`config.mk`:
```
export PLATFORM = sky130hd
export DESIGN_NAME = msg_arbiter
export DESIGN_NICKNAME = d
export VERILOG_FILES = /design/src/rtl/msg_pkg.sv /design/src/rtl/msg_arbiter_rr_select.sv /design/src/rtl/msg_arbiter.sv
export SDC_FILE = /design/constraint.sdc
export NUM_CORES = 1
export LEC_CHECK = 0
export CORE_ASPECT_RATIO = 0.5
export CORE_MARGIN = 4
export CORE_UTILIZATION = 45
export DETAILED_ROUTE_END_ITERATION = 7
export PLACE_DENSITY = 0.88
export SLEW_MARGIN = 20
export SYNTH_ARGS = -nofsm -noshare
export SYNTH_HDL_FRONTEND = slang
export SYNTH_SLANG_ARGS = --single-unit
```
`constraint.sdc`:
```
create_clock -name clk -period 5.95 [get_ports clk]
set_input_delay 0.595 -clock clk [delete_from_list [all_inputs] [get_ports clk]]
set_output_delay 0.595 -clock clk [all_outputs]
set_load 0.01 [all_outputs]
```
`src/rtl/msg_pkg.sv`:
```
`default_nettype none
// ============================================================================
//  Module      : msg_pkg
//  Description : Shared definitions for the message arbiter: message length,
//                word type, message-ID constants and FSM state encoding.
//                MSG_LEN depends on MSG_ARBITER_FRAME_TAG_EN.
//  Revision    : 1.0 - initial release
// ============================================================================
package msg_pkg;

`ifdef MSG_ARBITER_FRAME_TAG_EN
  // ID, two payload words, then the frame tag word
  localparam int MSG_LEN = 4;
`else
  // ID and two payload words
  localparam int MSG_LEN = 3;
`endif

  typedef logic [31:0] msg_word_t;

  // Message IDs: ASCII mnemonics, right-justified in word0
  localparam msg_word_t MSG_ID_RBB = 32'h0052_4242;  // "RBB"
  localparam msg_word_t MSG_ID_WBB = 32'h0057_4242;  // "WBB"
  localparam msg_word_t MSG_ID_CLR = 32'h0043_4C52;  // "CLR"

  typedef enum logic [0:0] {
    ST_IDLE  = 1'b0,
    ST_WRITE = 1'b1
  } arb_state_t;

endpackage
`default_nettype wire

```
`src/rtl/msg_arbiter_rr_select.sv`:
```
`default_nettype none
// ============================================================================
//  Module      : rr_select
//  Description : Combinational round-robin picker. Returns the first active
//                request after index 'last', wrapping NUM_SRC-1 -> 0.
//  Revision    : 1.0 - initial release
// ============================================================================
module rr_select
  import msg_pkg::*;
#(
  parameter int NUM_SRC = 3
) (
  input  logic [NUM_SRC-1:0] req,
  input  logic [1:0]         last,
  output logic [1:0]         grant,
  output logic               valid
);

  logic [2:0] w_sum;

  // Scan from farthest to nearest candidate so the nearest one after 'last' wins
  always_comb begin
    grant = '0;
    valid = 1'b0;
    w_sum = '0;
    for (int k = NUM_SRC; k >= 1; k--) begin
      w_sum = {1'b0, last} + 3'(k);
      if (w_sum >= 3'(NUM_SRC)) begin
        w_sum = w_sum - 3'(NUM_SRC);
      end
      if (req[w_sum[1:0]]) begin
        grant = w_sum[1:0];
        valid = 1'b1;
      end
    end
  end

endmodule
`default_nettype wire

```
`src/rtl/msg_arbiter.sv`:
```
`default_nettype none
// ============================================================================
//  Module      : msg_arbiter
//  Description : Round-robin arbiter moving fixed-length messages from
//                NUM_SRC producers into a downstream FIFO, one word per
//                cycle. Optional frame tag word enabled by defining
//                MSG_ARBITER_FRAME_TAG_EN.
//  Revision    : 1.0 - initial release
// ============================================================================
module msg_arbiter
  import msg_pkg::*;
#(
  parameter int NUM_SRC    = 3,
  parameter int FIFO_DEPTH = 256
) (
  input  logic                  clk,
  input  logic                  reset,
  input  logic [NUM_SRC-1:0]    src_valid,
  output logic [NUM_SRC-1:0]    src_ready,
  input  logic [NUM_SRC*96-1:0] src_msg,
  input  logic [7:0]            fifo_usedw,
  input  logic                  flush,
  input  logic                  frame_tick,
  output logic                  fifo_wr,
  output logic [31:0]           fifo_data,
  output logic                  busy,
  output logic [1:0]            grant_id
);

  // A message is only started when the whole message fits in the FIFO
  localparam logic [31:0] c_room_limit  = 32'(FIFO_DEPTH - MSG_LEN);
  localparam logic [1:0]  c_last_word   = 2'(MSG_LEN - 1);
  // Pointer resets to the top index so source 0 is first in line
  localparam logic [1:0]  c_reset_grant = 2'(NUM_SRC - 1);

  arb_state_t        r_state;
  msg_word_t         r_words [MSG_LEN];
  logic [1:0]        r_word_idx;

  logic [95:0]       w_msg_arr [NUM_SRC];
  logic [95:0]       w_sel_msg;
  logic [1:0]        w_pick;
  logic              w_pick_valid;
  logic              w_room;
  logic              w_accept;
  logic [NUM_SRC-1:0] w_onehot;

  // Split the flat message bus into one 96-bit entry per source
  generate
    for (genvar g = 0; g < NUM_SRC; g++) begin : g_unpack
      assign w_msg_arr[g] = src_msg[g*96 +: 96];
    end
  endgenerate

  rr_select #(
    .NUM_SRC (NUM_SRC)
  ) u_rr_select (
    .req   (src_valid),
    .last  (grant_id),
    .grant (w_pick),
    .valid (w_pick_valid)
  );

  assign w_sel_msg = w_msg_arr[w_pick];
  assign w_room    = (32'(fifo_usedw) < c_room_limit);
  // flush has priority over a grantable request
  assign w_accept  = (r_state == ST_IDLE) && w_pick_valid && w_room && !flush;
  assign busy      = (r_state == ST_WRITE);

  // One-hot accept pulse for the picked source
  always_comb begin
    w_onehot = '0;
    w_onehot[w_pick] = 1'b1;
  end

`ifdef MSG_ARBITER_FRAME_TAG_EN
  logic [15:0] r_frame_cnt;

  // Free-running frame counter; independent of flush and of the FSM
  always_ff @(posedge clk or posedge reset) begin
    if (reset) begin
      r_frame_cnt <= '0;
    end else if (frame_tick) begin
      r_frame_cnt <= r_frame_cnt + 16'd1;
    end
  end
`else
  logic w_unused_frame_tick;
  assign w_unused_frame_tick = frame_tick;
`endif

  // Arbitration FSM: accept in IDLE, stream the latched words in WRITE
  always_ff @(posedge clk or posedge reset) begin
    if (reset) begin
      r_state    <= ST_IDLE;
      r_word_idx <= '0;
      fifo_wr    <= 1'b0;
      fifo_data  <= '0;
      src_ready  <= '0;
      grant_id   <= c_reset_grant;
      for (int k = 0; k < MSG_LEN; k++) begin
        r_words[k] <= '0;
      end
    end else begin
      src_ready <= '0;
      fifo_wr   <= 1'b0;
      if (flush) begin
        // Abandon any partial message; the pointer in grant_id is kept
        r_state    <= ST_IDLE;
        r_word_idx <= '0;
      end else begin
        case (r_state)
          ST_IDLE: begin
            if (w_accept) begin
              src_ready  <= w_onehot;
              grant_id   <= w_pick;
              r_word_idx <= '0;
              r_state    <= ST_WRITE;
              for (int k = 0; k < 3; k++) begin
                r_words[k] <= w_sel_msg[k*32 +: 32];
              end
`ifdef MSG_ARBITER_FRAME_TAG_EN
              r_words[3] <= {16'h0000, r_frame_cnt};
`endif
            end
          end
          ST_WRITE: begin
            fifo_wr   <= 1'b1;
            fifo_data <= r_words[r_word_idx];
            if (r_word_idx == c_last_word) begin
              r_word_idx <= '0;
              r_state    <= ST_IDLE;
            end else begin
              r_word_idx <= r_word_idx + 2'd1;
            end
          end
          default: begin
            r_state <= ST_IDLE;
          end
        endcase
      end
    end
  end

endmodule
`default_nettype wire

```
==> results_dict.tcl, run 1 <==
set metrics [dict create \
    tritoncts.num_buffers 17 \
    drt-initial-drc-count 685 \
    cap_violations 0 \
    cts_num_sinks 137 \
    gr-total-overflow 0 \
    globalplace.congestion 0.9073 \
    synth-seq-area-share 0.4851 \
    rsz0062_at_grt "false" \
    tritoncts "yes" \
    placedInstanceArea_mm2 0.01050 \
    insertion_delay_ps 410 \
    critPathMaxFanout 86 \
    cts_repair_resize_count 0 \
    run_status "complete, no violations" \
    timing.slew.headroom 0.2772 \
    num_ports 342 \
    worst_hold_slack_ps 480.6 \
    routedWlPerCell_um 21.26 \
    finalHoldViolCount 0 \
    total_wirelength_of_the_detailed_routed_design_um 27230 \
    final.setup.tns_ps 0 \
    p_leak_nw 4.328 \
    hp-class "reg2reg" \
    post_layout_min_period_ps 3439 \
    gr-usage-all-layers 0.2972 \
    min_period_over_period 0.5780 \
    timing.fmax_mhz 290.8 \
    place_hpwl_um 19590 \
    maxSlewViolCount 0 \
    worst_clock_skew_ps 9.344 \
    synth.yosys.warnings 0 \
    number_of_global_route_vias_before_repair 7640 \
    worst_pin_slew_ps 1084 \
    setup.worst_path.end_class "flop" \
    synth.most_common_cell "sky130_fd_sc_hd__dfrtp_1" \
    cts_htree_levels 4 \
    flow.area_growth_from_synthesis_pct 57.84 \
    route.detailed.drc 0 \
    total_non_filler_cell_area_in_the_finished_layout_mm2 0.01116 \
    postSynth.topFlopCell "sky130_fd_sc_hd__dfrtp_1" \
    die_area_mm2 0.01790 \
    fin_nets 1370 \
    vias_post_dr 7731 \
    clock-root-buffer "sky130_fd_sc_hd__clkbuf_16" \
    final_layout_size_suffix_gt1_frac 0.05200 \
    synth_top_cell_area_share 0.4814 \
    post_cts_buffers 0 \
    mappedNetlistNets 1085 \
    worst_setup_hold_path_clk_slew_ps 60 \
    drt_first_pass_iters 6 \
    postLayoutCoreUtil 0.7239 \
    x_dimension_of_the_die_um 185.3 \
    power.density_cell_area_mw_per_mm2 508.6 \
    ys_types 41 \
    synth.ff_latch_count 137 \
    synth.area.top_cells "sky130_fd_sc_hd__dfrtp_1, sky130_fd_sc_hd__a22oi_1, sky130_fd_sc_hd__a31oi_1" \
    syn_inst_count 779 \
    synth_top_cells_by_count "sky130_fd_sc_hd__dfrtp_1, sky130_fd_sc_hd__a22oi_1, sky130_fd_sc_hd__nor2_1" \
    floorplan.initialDensity 0.4586 \
    max-clock-path-buffers 2 \
    synth.largest_area_cell "sky130_fd_sc_hd__dfrtp_1" \
    synth_enable_flop_cells 0 \
    syn-mean-instance-area_um2 9.075 \
    grt_pass1_wl_um 41830 \
    design_power_total_mw 5.675 \
    die_h_um 96.63 \
    critical_path_required_ps 6280 \
    floorplan.core_area_mm2 0.01541 \
    type_of_the_worst_setup_path "reg2reg" \
    cts_hold_repair.buffers 0 \
    timing.critical_path.arrival_ps 3770 \
    detail-route-antenna-nets 0 \
    post_synth_instance_area_mm2 0.007069 \
    placement.io_buffers 340 \
    start_kind "flop" \
    grt_antenna_before_repair 1 \
    antenna-diode-count 0 \
    grt_start_max_net_pins 102 \
    via_per_inst 6.035 \
    asyncSetResetFlopFracSynth 1.000 \
    std_cell_rows 32 \
    worst_ir_drop_vdd_mv 0.4327 \
    timing.final.setup_violations 0 \
]
state kept, by name, summed over array words and instances, names as in the netlist:
name,flops
busy,1
src_ready,3
r_word_idx,2
fifo_data,32
r_words,96
fifo_wr,1
grant_id,2
worst max-delay path, stage by stage, from the launching register on:
cell and delay, ps:
sky130_fd_sc_hd__dfstp_2 560, sky130_fd_sc_hd__inv_1 70, sky130_fd_sc_hd__ha_1 480, sky130_fd_sc_hd__nor2_1 90, sky130_fd_sc_hd__o221ai_1 600, sky130_fd_sc_hd__a21boi_4 270, sky130_fd_sc_hd__buf_4 710, sky130_fd_sc_hd__nand3_1 250
sky130_fd_sc_hd__a31oi_1 220
path summary, 6_finish.rpt:
path	start	end	slack (ps)	cells after the start
setup reg to reg	grant_id[1]$_DFFE_PP1P_	r_words[62]$_DFFE_PP0P_	2510	8
min in group asynchronous	reset	r_words[86]$_DFFE_PP0P_	610	2
hold reg to reg	r_words[63]$_DFFE_PP0P_	r_words[63]$_DFFE_PP0P_	480	2
setup / recovery	grant_id[1]$_DFFE_PP1P_	r_words[62]$_DFFE_PP0P_	2510	8
max in group asynchronous	reset	grant_id[0]$_DFFE_PP0P_	3940	3
hold / removal	r_words[63]$_DFFE_PP0P_	r_words[63]$_DFFE_PP0P_	480	2
kinds of logic after synthesis:
logic type,share of synthesized area
AO/OA/AOI/OAI,0.2949
AND/OR/NAND/NOR,0.1460
flip-flops,0.4851
buffers and inverters,0.05257
multiplexers,0.01469
adder cells (fa/ha/maj),0.006726
layer usage:
metal	global-route usage	wire [um]	share of wire	vias to the layer above
li1	-	-	-	3517
met2	0.4654	12850	0.47	382
met4	0.1105	982	0.036	2
met5	0	13	0.00048	-
met1	0.4043	11110	0.41	3757
met3	0.06875	2277	0.084	73
cells in the final DEF, fill, tap and decap left out, drive strengths merged, types with 3 or more instances in the layout:
cell	instances
a21oi	11
nand3	87
ha	3
buf	9
o21ai	56
and2	11
nor2	97
clkinv	5
clkdlybuf4s50	340
a221oi	11
a31oi	85
clkinvlp	3
mux2	3
mux2i	7
inv	9
a22oi	135
nand2	21
bufinv	4
dfrtp	136
clkbuf	18
final cells by class:
type,count,area [um^2]
clock buffer,18,439.2
clock inverter,14,196.4
fill,1099,4257
inverter,7,31.28
multi-input combinational,552,3323
sequential,137,3430
tap,204,255.2
timing repair buffer,349,3483
power breakdown:
group | switching (mW) | internal [mW] | leakage (nW)
sequential | 0.351 | 1.41 | 1.59
clock | 0.423 | 0.716 | 0.303
combinational | 1.63 | 1.15 | 2.43
metrics by stage:
| stage | std cells | setup slack (ps) |
|---|---|---|
| floorplan | 779 | 1689 |
| detailed placement | 1248 | 2477 |
| global route | 1281 | 2240 |
| finish | 1281 | 2511 |
| CTS | 1280 | 2518 |
| global placement | 1248 | 2603 |
No activity file was read; power rests on OpenSTA's default activity.
==> inputs of run 2 (changes only) <==
- CORE_UTILIZATION: 45 -> 41
- PLACE_DENSITY: 0.88 -> 0.81
- clock period: 5.95 -> 3.5 ns (I/O delays scaled with it)
==> run 2 against run 1 <==
Against the previous run:
- utilization down 4.5 points
- via count about the same
- hold slack improved by 10 ps
- sequential power rose by 70%
- final area rose by 1.3%
- register-to-register slack lost 2300 ps
- first-iteration DRC count rose by 25%
- clock-buffer cell count rose by 2
- power up 72%
- critical path depth is the same
- sequential share of layout area down 0.38 points
- setup slack got worse by 2300 ps
- largest cell class unchanged
==> results_dict.tcl, run 2 (same netlist as run 1, synthesis figures left out) <==
set metrics [dict create \
    hp-class "in2async" \
    post_layout_min_period_ps 3245 \
    start_kind "flop" \
    routedWlPerCell_um 21.54 \
    via_per_inst 5.881 \
    drt-initial-drc-count 853 \
    flow.area_growth_from_synthesis_pct 59.84 \
    type_of_the_worst_setup_path "reg2reg" \
    post_cts_buffers 0 \
    largest_reg_flops 96 \
    postLayoutCoreUtil 0.6791 \
    number_of_global_route_vias_before_repair 7545 \
    vias_post_dr 7734 \
    critPathMaxFanout 106 \
    mostFrequentLayoutCells "sky130_fd_sc_hd__clkdlybuf4s50_1, sky130_fd_sc_hd__dfrtp_1, sky130_fd_sc_hd__a22oi_1, sky130_fd_sc_hd__nor2_1, sky130_fd_sc_hd__nand3_1" \
    top_register "r_words" \
    gr-total-overflow 0 \
    cts_num_sinks 137 \
    timing.final.setup_violations 0 \
    rsz0062_at_grt "false" \
    pwr-share-comb 0.500 \
    dpl_worst_slack_ps 361.0 \
    std_cell_rows 33 \
    max-clock-path-buffers 2 \
    sw_frac_of_total 0.4224 \
    setup.worst_path.end_class "flop" \
    worst_pin_slew_ps 992.8 \
    tritoncts "yes" \
    clock-root-buffer "sky130_fd_sc_hd__clkbuf_16" \
    total_switching_power_mw 4.116 \
    floorplan.core_area_mm2 0.01664 \
    crit_chain "inv_1, ha_1, mux2_2, a222oi_1, a21oi_4, buf_4, nor2_1, a31oi_1" \
    cts_hold_repair.buffers 0 \
    grt_start_max_net_pins 107 \
    insertion_delay_ps 410 \
    total_non_filler_cell_area_in_the_finished_layout_mm2 0.01130 \
    cap_violations 0 \
    cts_htree_levels 4 \
    crit-reg2reg-launch "grant_id[1]$_DFFE_PP1P_" \
    fin_nets 1381 \
    detail-route-antenna-nets 0 \
    cp_slowest_cell "sky130_fd_sc_hd__a222oi_1" \
    timing.slew.headroom 0.3381 \
    drt_first_pass_iters 6 \
    layout.cells.most_common "sky130_fd_sc_hd__clkdlybuf4s50_1" \
    power_frac_clock 0.193 \
    route.detailed.drc 0 \
    seq_power_share 0.307 \
    worst_ir_drop_vdd_mv 0.5528 \
    final_layout_size_suffix_gt1_frac 0.06158 \
    placement.io_buffers 340 \
    design_power_total_mw 9.745 \
    worst_setup_hold_path_clk_slew_ps 60 \
    grt_pass1_wl_um 42660 \
    floorplan.initialDensity 0.4248 \
    min_period_over_period 0.9270 \
    worst_slack_ps 255.4 \
    internal_power_mw 5.629 \
    p_leak_nw 4.391 \
    worst_clock_skew_ps 13.11 \
    final.setup.tns_ps 0 \
    place_inst 1282 \
    run_status "complete, no violations" \
    total_wirelength_of_the_detailed_routed_design_um 28320 \
    finalHoldViolCount 0 \
    peak_per_stage_delay_on_the_critical_path_ps 660 \
    tritoncts.num_buffers 17 \
    num_ports 342 \
    place_hpwl_um 20790 \
    globalplace.congestion 0.9634 \
    timing.critical_path.arrival_ps 3480 \
    timing.fmax_mhz 308.2 \
    final_std_cells_w_o_fill 1315 \
    cts_repair_resize_count 0 \
    gr-usage-all-layers 0.2813 \
    die_h_um 100.9 \
    grt_antenna_before_repair 0 \
    placedInstanceArea_mm2 0.01066 \
    antenna-diode-count 0 \
    die_area_mm2 0.01953 \
    x_dimension_of_the_die_um 193.7 \
    power.density_cell_area_mw_per_mm2 862.4 \
    setup.worst_path.start "grant_id[1]$_DFFE_PP1P_" \
    critical_path_required_ps 3730 \
    worst_hold_slack_ps 490.7 \
    largestRegisters "r_words: 96 flops, fifo_data: 32 flops, src_ready: 3 flops" \
    maxSlewViolCount 0 \
]
[run 2: cell types whose count changed in the layout (fill, tap and decap cells not counted), sizes merged]
cell    before  now
buf          9   20
bufinv       4    3
clkbuf      18   20
clkinv       5    7
inv          9    6
[run 2: final cells by class]
cell class | count | area [um^2]
inverter | 7 | 30.03
multi-input combinational | 552 | 3318
tap | 227 | 284.0
fill | 1280 | 5340
clock inverter | 12 | 147.6
timing repair buffer | 360 | 3623
sequential | 137 | 3430
clock buffer | 20 | 466.7
[run 2: per-layer routing]
metal	up-vias	global-route usage	share of wire
met3	63	0.06077	0.078
met5	-	0	0
met1	3774	0.3811	0.42
met4	0	0.08809	0.029
li1	3544	-	-
met2	353	0.4594	0.47
[run 2: critical path, delay by kind of cell, from the launching register on]
family          cells  cell delay, ps
flops               1             560
simple gates        1             250
buf+inv             2             490
compound gates      3             840
fa+ha+maj           1             500
mux                 1             380
[run 2: power groups by stage]
stage / Combinational [mW] / Clock [mW] / Sequential, mW
6_report: 4.88 / 1.88 / 2.99
5_1_grt: 5.35 / 1.97 / 3.06
4_1_cts: 4.83 / 1.88 / 2.97
3_5_place_dp: 4.77 / 0 / 2.98
3_3_place_gp: 4.62 / 0 / 2.94
2_1_floorplan: 2.98 / 0 / 2.84
[run 2: path summary, 6_finish.rpt]
path | to | slack, ps | depth (start not counted)
worst min register to register | r_words[15]$_DFFE_PP0P_ | 490 | 2
worst max-delay path | r_words[14]$_DFFE_PP0P_ | 260 | 8
min in group clk | r_words[15]$_DFFE_PP0P_ | 490 | 2
worst min-delay path | r_words[82]$_DFFE_PP0P_ | 490 | 2
max in group asynchronous | r_words[73]$_DFFE_PP0P_ | 2210 | 3
worst max register to register | r_words[14]$_DFFE_PP0P_ | 260 | 8
==> inputs of run 3 (changes only) <==
- CELL_PAD_IN_SITES_DETAIL_PLACEMENT: unset -> 1
- CELL_PAD_IN_SITES_GLOBAL_PLACEMENT: unset -> 2
- CORE_UTILIZATION: 41 -> 23
- PLACE_DENSITY: 0.81 -> unset
- PLACE_DENSITY_LB_ADDON: unset -> 0.1
==> run 3 against run 2 <==
Against the previous run:
- global-route usage down 8.5 points
- fmax is 5.2% higher
- clock power up 5%
- largest power group unchanged
- power is 2.5% higher
- clock skew decreased by 0.96 ps
- final cell count is 13% higher
- non-clock buffer count decreased by 1
- hold slack got worse by 71 ps
- sequential power about the same
- first-iteration DRC count shrank 50%
- clock-buffer cell count up 6
==> results_dict.tcl, run 3 (same netlist as run 1, synthesis figures left out) <==
set metrics [dict create \
    grt_pass1_wl_um 50630 \
    vias_post_dr 7494 \
    cts_htree_levels 4 \
    critical_path_required_ps 3770 \
    place_inst 1454 \
    largest_reg_flops 96 \
    antenna-diode-count 0 \
    start_kind "flop" \
    final_layout_size_suffix_gt1_frac 0.05888 \
    p_leak_nw 4.399 \
    insertion_delay_ps 430 \
    cts_num_sinks 137 \
    top_register "r_words" \
    total_wirelength_of_the_detailed_routed_design_um 33480 \
    power.density_cell_area_mw_per_mm2 865.6 \
    num_ports 342 \
    clock-root-buffer "sky130_fd_sc_hd__clkbuf_16" \
    std_cell_rows 45 \
    flow.area_growth_from_synthesis_pct 63.17 \
    type_of_the_worst_setup_path "reg2reg" \
    floorplan.initialDensity 0.2334 \
    routedWlPerCell_um 22.53 \
    cap_violations 0 \
    die_area_mm2 0.03378 \
    timing.fmax_mhz 324.2 \
    fin_nets 1380 \
    drt_first_pass_iters 5 \
    cts_repair_resize_count 0 \
    x_dimension_of_the_die_um 255.9 \
    final_std_cells_w_o_fill 1486 \
    post_layout_min_period_ps 3085 \
    route.detailed.drc 0 \
    max-clock-path-buffers 2 \
    number_of_global_route_vias_before_repair 7859 \
    largestRegisters "r_words: 96 flops, fifo_data: 32 flops, src_ready: 3 flops" \
    detail-route-antenna-nets 0 \
    critPathMaxFanout 130 \
    rsz0062_at_grt "false" \
    timing.critical_path.arrival_ps 3350 \
    worst_clock_skew_ps 12.16 \
    hp-class "in2async" \
    worst_ir_drop_vdd_mv 0.6103 \
    final.setup.tns_ps 0 \
    timing.final.setup_violations 0 \
    r2r_cells 8 \
    grt_start_max_net_pins 138 \
    tritoncts "yes" \
    setup.worst_path.end_class "flop" \
    place_hpwl_um 24860 \
    globalplace.congestion 0.7741 \
    grt_antenna_before_repair 1 \
    cts_hold_repair.buffers 0 \
    die_h_um 132.0 \
    gr-usage-all-layers 0.1960 \
    capture_point_of_the_worst_reg_to_reg_path "r_words[82]$_DFFE_PP0P_" \
    postLayoutCoreUtil 0.3808 \
    placement.io_buffers 340 \
    gr-total-overflow 0 \
    finalHoldViolCount 0 \
    storage_element_area_mm2 0.003430 \
    tritoncts.num_buffers 17 \
    min_period_over_period 0.8814 \
    run_status "complete, no violations" \
    crit-reg2reg-launch "grant_id[1]$_DFFE_PP1P_" \
    layout.cells.most_common "sky130_fd_sc_hd__clkdlybuf4s50_1" \
    maxSlewViolCount 0 \
    worst_setup_hold_path_clk_slew_ps 60 \
    worst-r2r-setup-slack_ps 420 \
    via_per_inst 5.043 \
    floorplan.core_area_mm2 0.03029 \
    post_cts_buffers 0 \
    timing.slew.headroom 0.4008 \
    mostFrequentLayoutCells "sky130_fd_sc_hd__clkdlybuf4s50_1, sky130_fd_sc_hd__dfrtp_1, sky130_fd_sc_hd__a22oi_1, sky130_fd_sc_hd__nor2_1, sky130_fd_sc_hd__nand3_1" \
    worst_pin_slew_ps 898.8 \
    drt-initial-drc-count 429 \
    fillers 3414 \
    multi_input_area_mm2 0.003318 \
]
-- run 3: cell count changes in the layout (fill, tap and decap cells not counted), sizes merged --
cell / previous run / this run
clkinv: 7 / 2
buf: 20 / 19
clkbuf: 20 / 26
clkinvlp: 3 / 2
-- run 3: power by group --
part | total (mW) | internal [mW] | switching, mW | leakage [nW]
Clock | 1.97 | 1.25 | 0.714 | 0.313
Combinational | 5.02 | 2.08 | 2.94 | 2.50
Sequential | 2.99 | 2.39 | 0.599 | 1.59
Total | 9.98 | 5.73 | 4.25 | 4.40
-- run 3: area by class of cell --
type	count	area share
repair buffers	359	0.3139
clock inverters	6	0.009329
flip-flops and latches	137	0.2973
clock buffers	26	0.04588
multi-input cells	552	0.2877
well taps	399	0.04328
inverters	7	0.002603
-- run 3: worst max-delay path, cell delays in order, from the launching register on --
cell and delay, ps:
sky130_fd_sc_hd__dfstp_2 560, sky130_fd_sc_hd__inv_1 60, sky130_fd_sc_hd__ha_1 490, sky130_fd_sc_hd__mux2_2 390, sky130_fd_sc_hd__a222oi_1 650, sky130_fd_sc_hd__a21oi_4 130
sky130_fd_sc_hd__buf_12 260, sky130_fd_sc_hd__nor2_1 180, sky130_fd_sc_hd__a31oi_1 60
-- run 3: routing by layer --
metal | GRT usage | share of wire | up-vias
met5 | 0 | 0.00039 | -
met3 | 0.04183 | 0.035 | 22
met2 | 0.3101 | 0.46 | 145
met1 | 0.2798 | 0.49 | 3787
met4 | 0.03559 | 0.0093 | 2
li1 | - | - | 3538
-- run 3: worst max-delay path by stage --
stage / start / to / slack [ps]
CTS: grant_id[1]$_DFFE_PP1P_ / r_words[39]$_DFFE_PP0P_ / 420
floorplan: grant_id[1]$_DFFE_PP1P_ / r_words[43]$_DFFE_PP0P_ / 950
global placement: grant_id[1]$_DFFE_PP1P_ / r_words[15]$_DFFE_PP0P_ / 540
detailed placement: grant_id[1]$_DFFE_PP1P_ / r_words[26]$_DFFE_PP0P_ / 480
global route: grant_id[0]$_DFFE_PP0P_ / r_words[31]$_DFFE_PP0P_ / 210
finish: grant_id[1]$_DFFE_PP1P_ / r_words[82]$_DFFE_PP0P_ / 420
-- run 3: through the flow --
stage | hold WS, ps | cell area [um^2] | power [mW] | setup WS [ps]
2_1_floorplan | 413.1 | 7073 | 5.823 | 948.3
3_3_place_gp | 467.0 | 10900 | 7.994 | 538.6
3_5_place_dp | 480.2 | 10900 | 8.130 | 479.6
4_1_cts | 458.0 | 11530 | 10.16 | 422.5
5_1_grt | 475.2 | 11530 | 10.79 | 207.3
6_report | 419.7 | 11530 | 9.984 | 415.0
==> variant 1 (config.mk and constraints of run 3) <==
`NUM_SRC` is set to 3 in 2 places; all go to 6.
--- a/src/rtl/msg_arbiter_rr_select.sv
+++ b/src/rtl/msg_arbiter_rr_select.sv
@@ -9,5 +9,5 @@
   import msg_pkg::*;
 #(
-  parameter int NUM_SRC = 3
+  parameter int NUM_SRC = 6
 ) (
   input  logic [NUM_SRC-1:0] req,
--- a/src/rtl/msg_arbiter.sv
+++ b/src/rtl/msg_arbiter.sv
@@ -11,5 +11,5 @@
   import msg_pkg::*;
 #(
-  parameter int NUM_SRC    = 3,
+  parameter int NUM_SRC    = 6,
   parameter int FIFO_DEPTH = 256
 ) (
Interface: changed (resized src_msg, src_ready and src_valid); port bits go from 342 to 636. No check against the original RTL was run, so the function may have changed too.
==> variant 1 against run 3 <==
  * Wire length up 22%
  * Synthesized area grew 25%
  * Count of clock-buffer cells in the layout fell by 7
  * Total power is 18% higher
  * Sequential cell count increased by 1
  * Cell area is 26% higher
  * Setup slack lost 0.15 ns
  * Sequential share of layout area decreased by 6.0 points
  * Via count is 22% higher
  * Sequential power shrank 2%
  * Critical path type unchanged
  * Highest routed layer unchanged
==> variant 1: results (changes against run 3) <==
[min_path]
hp-class=in2async  ; unchanged

[cts]
cts.path.max_buffers=2  ; unchanged
numCtsBuffers=17  ; unchanged
h-tree-depth=4  ; unchanged
clk_pin_slew_ns=0.07
clk_latency_ns=0.43  ; about the same
root_buffer=clkbuf_16  ; unchanged
post_cts_buffers=0  ; unchanged
cts_resized=0  ; unchanged

[cells_and_area]
largestRegisters=r_words x96, fifo_data x32, src_ready x4  ; was r_words x96, fifo_data x32, src_ready x3
num-fill-cells=4291  ; was 3,414
drive_gt1_frac=0.162  ; was 0.0589
final_nets=1966  ; was 1,380

[yosys]
yosysWarnings=0  ; unchanged
syn_area_per_cell_um2=9.12  ; was 9.07 µm²
synth_top_area_share=0.387  ; was 0.481
seq_area_frac_synth=0.390  ; was 0.485
synth_common_cells=137 x dfrtp_1, 118 x nor2_1, 103 x inv_1, 97 x a31oi_1, 84 x o221a_2  ; was 136 x dfrtp_1, 135 x a22oi_1, 97 x nor2_1, 86 x nand3_1, 85 x a31oi_1
synth_area_leaders=dfrtp_1 39%, o221a_2 11%, mux2_2 8.5%, a31oi_1 6.9%, nor2_1 5.0%  ; was dfrtp_1 48%, a22oi_1 14%, a31oi_1 7.5%, nand3_1 6.1%, nor2_1 5.2%
yosysUniqueCellTypes=45  ; was 41
synthArstFlopShare=1.00  ; unchanged

[drt]
viasPerCell=4.81  ; was 5.04
wl_um=40900  ; was 33,500 µm
firstDrtPassIters=4  ; was 5
first_iter_violations=316  ; was 429
wl_per_cell_um=21.5  ; was 22.5 µm

[global_routing]
grt_pass1_wl_um=62300  ; was 50,600 µm
grt_max_degree=139  ; was 138
antenna_found_initial=4  ; was 1
grt_pass1_vias=10400  ; was 7,859
track_usage=0.192  ; was 0.196

[setup_path]
cp_slowest_cell=dfrtp_1  ; was a222oi_1
worstReg2RegEnd=r_words[65]  ; was r_words[82]
cp.arrival_ns=3.55  ; was 3.35 ns
crit_family=compound AO/OA/AOI/OAI gates  ; unchanged
regToRegSetupSlack_ns=0.26  ; was 0.42 ns
timing.rr.start=grant_id[1]  ; unchanged
cp_slowest_stage_delay_ns=0.54  ; was 0.65 ns
reg2reg_depth=11  ; was 8
path_max_fanout=53  ; was 130

[run_status]
status=complete, no violations  ; unchanged

[place]
place.gp.congestion=0.759  ; was 0.774
dp_cells=1870  ; was 1,454
dp_hpwl_um=30700  ; was 24,900 µm
placed_area_um2=13900  ; was 10,900 µm²
io_buffers=438  ; was 340

[timing]
clock_skew_ns=0.0104  ; was 0.0122 ns
worst_pin_slew_ns=0.931  ; was 0.899 ns

[pwr]
ir_drop_uv=421  ; was 610 µV
p_leak_nw=5.84  ; was 4.40 nW

-- variant 1: cell families (layout without fill, tap and decap cells) --
group                    after synthesis  count (layout)  share of synthesized area
buffers and inverters                195             604                     0.0925
AO/OA/AOI/OAI                        281             281                      0.257
adder cells (fa/ha/maj)                3               3                    0.00424
AND/OR/NAND/NOR                      238             238                      0.111
flip-flops                           138             138                      0.390
multiplexers                         115             115                      0.145
other                                  1               4                   0.000423
-- variant 1: worst max path at each step --
| stage | endpoint | cells past startpoint | start |
|---|---|---|---|
| floorplan | r_words[11] | 13 | grant_id[0] |
| global placement | r_words[35] | 9 | src_valid[3] |
| detailed placement | r_words[33] | 9 | src_valid[3] |
| CTS | r_words[33] | 11 | grant_id[1] |
| global route | r_words[66] | 11 | grant_id[1] |
| finish | r_words[65] | 11 | grant_id[1] |
-- variant 1: report_power, final --
part / switching (W) / total, W / internal [W]
registers: 0.000542 / 0.00294 / 0.00239
logic: 0.00334 / 0.00676 / 0.00342
clock network: 0.000766 / 0.00212 / 0.00135
-- variant 1: worst min-delay path: cells and delay by family --
kind	cells	cell delay, ns
buffers and inverters	3	1.03
-- variant 1: through the flow --
step	worst slack [ns]	power, W	hold slack [ns]	utilization
2_1_floorplan	0.325	0.00721	0.413	-
3_3_place_gp	0.203	0.00973	0.465	0.368
3_5_place_dp	0.163	0.00986	0.474	0.368
4_1_cts	0.241	0.0120	0.488	0.386
5_1_grt	0.0491	0.0127	0.513	0.386
6_report	0.263	0.0118	0.437	0.386
-- variant 1: final cells by class --
type	instances	area [µm²]	share of cell area
Timing Repair Buffer	469	4750	0.327
Multi-Input combinational cell	639	4620	0.318
Sequential cell	138	3460	0.238
Tap cell	520	651	0.0447
Clock buffer	19	443	0.0305
Inverter	104	394	0.0271
Clock inverter	12	220	0.0151
Antenna cell	2	5.00	0.000344
-- variant 1: metal layers --
| metal | track usage | wire length (µm) | vias to the layer above |
|---|---|---|---|
| met5 | 0 | 40 | - |
| met3 | 0.0298 | 911 | 37 |
| met2 | 0.389 | 24000 | 117 |
| met1 | 0.204 | 15300 | 4666 |
| li1 | - | - | 4325 |
| met4 | 0.0548 | 656 | 4 |
==> variant 2 (config.mk and constraints of run 3) <==
Without the edit above. Add a define of `MSG_ARBITER_FRAME_TAG_EN`.
--- a/src/rtl/msg_pkg.sv
+++ b/src/rtl/msg_pkg.sv
@@ -7,4 +7,6 @@
 //  Revision    : 1.0 - initial release
 // ============================================================================
+`define MSG_ARBITER_FRAME_TAG_EN
+
 package msg_pkg;
 
Function: changed (Yosys sat finds a counterexample within 4 cycles, from zero or initial values and one cycle with reset high).
==> variant 2 against run 3 <==
  * Synthesized area is 59% higher
  * Largest power group unchanged
  * Largest cell class is now multi-input gates
  * Cell area is 39% higher
  * Setup slack worse by 0.14 ns
  * Sequential cell count is 32 higher
  * Total power is 39% higher
  * Sequential power is 24% higher
  * Wire length is 66% higher
==> variant 2: results (changes against run 3) <==
[cells_and_area]
final_nets=1752  ; was 1,380
largestRegisters=r_words x112, fifo_data x32, r_frame_cnt x16  ; was r_words x96, fifo_data x32, src_ready x3
num-fill-cells=5468  ; was 3,414
drive_gt1_frac=0.106  ; was 0.0589

[yosys]
syn-num-nets=1519  ; was 1,085
synth_common_cells=168 x dfrtp_1, 145 x nand2_1, 119 x a21oi_1, 115 x clkbuf_1, 74 x nand3_1  ; was 136 x dfrtp_1, 135 x a22oi_1, 97 x nor2_1, 86 x nand3_1, 85 x a31oi_1
synthArstFlopShare=1.00  ; unchanged
yosysWarnings=0  ; unchanged
syn_area_per_cell_um2=9.31  ; was 9.07 µm²
yosysUniqueCellTypes=44  ; was 41
seq_area_frac_synth=0.376  ; was 0.485
synth_area_leaders=dfrtp_1 37%, o2bb2a_1 6.0%, a21oi_1 5.3%, a41oi_1 5.2%, o2111ai_1 5.2%  ; was dfrtp_1 48%, a22oi_1 14%, a31oi_1 7.5%, nand3_1 6.1%, nor2_1 5.2%

[timing]
clock_skew_ns=0.00995  ; was 0.0122 ns
worst_pin_slew_ns=0.930  ; was 0.899 ns

[pwr]
p_leak_nw=5.90  ; was 4.40 nW
ir_drop_uv=697  ; was 610 µV

[drt]
firstDrtPassIters=6  ; was 5
first_iter_violations=750  ; was 429
drc_errors=0  ; unchanged
wl_um=55700  ; was 33,500 µm
wl_per_cell_um=26.4  ; was 22.5 µm
viasPerCell=5.48  ; was 5.04

[global_routing]
antenna_found_initial=13  ; was 1
grt_pass1_wl_um=82300  ; was 50,600 µm
grt_pass1_vias=12400  ; was 7,859
grt_max_degree=135  ; was 138
track_usage=0.207  ; was 0.196

[setup_path]
cp_slowest_cell=ha_1  ; was a222oi_1
cp.arrival_ns=3.59  ; was 3.35 ns
cp_slowest_stage_delay_ns=0.61  ; was 0.65 ns
path_max_fanout=49  ; was 130

[place]
io_buffers=339  ; was 340
dp_cells=2073  ; was 1,454
place_ws_ns=0.315  ; was 0.480 ns
place.gp.congestion=0.767  ; was 0.774
dp_hpwl_um=38400  ; was 24,900 µm

[cts]
clk_pin_slew_ns=0.08  ; was 0.06 ns
cts_resized=0  ; unchanged
h-tree-depth=4  ; unchanged
clk_latency_ns=0.46  ; was 0.43 ns
root_buffer=clkbuf_16  ; unchanged

[run_status]
status=complete, no violations  ; unchanged

==> variant 2: cell count changes after synthesis, sizes merged, moves of 32 or more <==
| cell | before | now |
|---|---|---|
| nor2 | 97 | 23 |
| or4 | 0 | 67 |
| clkbuf | 53 | 115 |
| a22oi | 135 | 0 |
| a31oi | 85 | 0 |
| o2111ai | 0 | 67 |
| a21oi | 11 | 119 |
| nand4 | 1 | 65 |
| nand2 | 21 | 145 |
| o2bb2a | 0 | 67 |
| a41oi | 0 | 96 |
| dfrtp | 136 | 168 |
| o21ai | 56 | 22 |
==> variant 2: worst paths after layout <==
| kind | endpoint | slack [ns] | cells after the start |
|---|---|---|---|
| setup / recovery | r_words[80] | 0.27 | 8 |
| hold / removal | r_words[95] | 0.44 | 2 |
| setup reg to reg | r_words[80] | 0.27 | 8 |
| hold reg to reg | fifo_data[0] | 0.48 | 2 |
| max in group asynchronous | grant_id[1] | 2.19 | 3 |
| min in group clk | fifo_data[0] | 0.48 | 2 |
==> variant 2: logic make-up (layout without fill, tap and decap cells) <==
group,count (synthesis),count (layout),synth area share
buffers and inverters,168,414,0.0643
XOR/XNOR,15,15,0.0117
AND/OR/NAND/NOR,395,395,0.183
multiplexers,53,53,0.0671
other,0,8,0
flip-flops,169,169,0.376
AO/OA/AOI/OAI,404,404,0.291
adder cells (fa/ha/maj),6,6,0.00666
==> variant 2: metrics by stage <==
stage	power, W	cell area [µm²]
detailed placement	0.0118	15400
global placement	0.0117	15400
CTS	0.0140	16000
finish	0.0138	16000
floorplan	0.00848	11300
global route	0.0148	16000
==> variant 2: final cells by class <==
type                       count  area, µm²  area share
antenna                        8       20.0     0.00125
clock buffer                  18        439      0.0274
clock inverter                14        170      0.0106
inverter                       4       18.8     0.00117
multi-input combinational    873       6390       0.399
sequential                   169       4230       0.264
tap                          649        812      0.0507
timing repair buffer         378       3920       0.245
==> variant 2: power by group <==
| group | internal, W | total, W | switching [W] | leakage (nW) |
|---|---|---|---|---|
| sequential | 0.00285 | 0.00371 | 0.000864 | 2.00 |
| combinational | 0.00328 | 0.00804 | 0.00475 | 3.59 |
| clock | 0.00115 | 0.00208 | 0.000931 | 0.301 |
==> variant 2: routing by layer <==
layer,vias up,wire [µm],track usage
li1,5286,-,-
met1,6023,24400,0.266
met2,219,28600,0.364
met3,49,1650,0.0283
met4,0,1000,0.0600
met5,-,0,0
==> variant 2: critical path, delay by kind of cell (launching register included) <==
kind                     cells  cell delay (ns)
flip-flops                   1             0.57
buffers and inverters        2             0.35
AND/OR/NAND/NOR              1             0.29
multiplexers                 1             0.36
AO/OA/AOI/OAI                3             0.91
adder cells (fa/ha/maj)      1             0.61
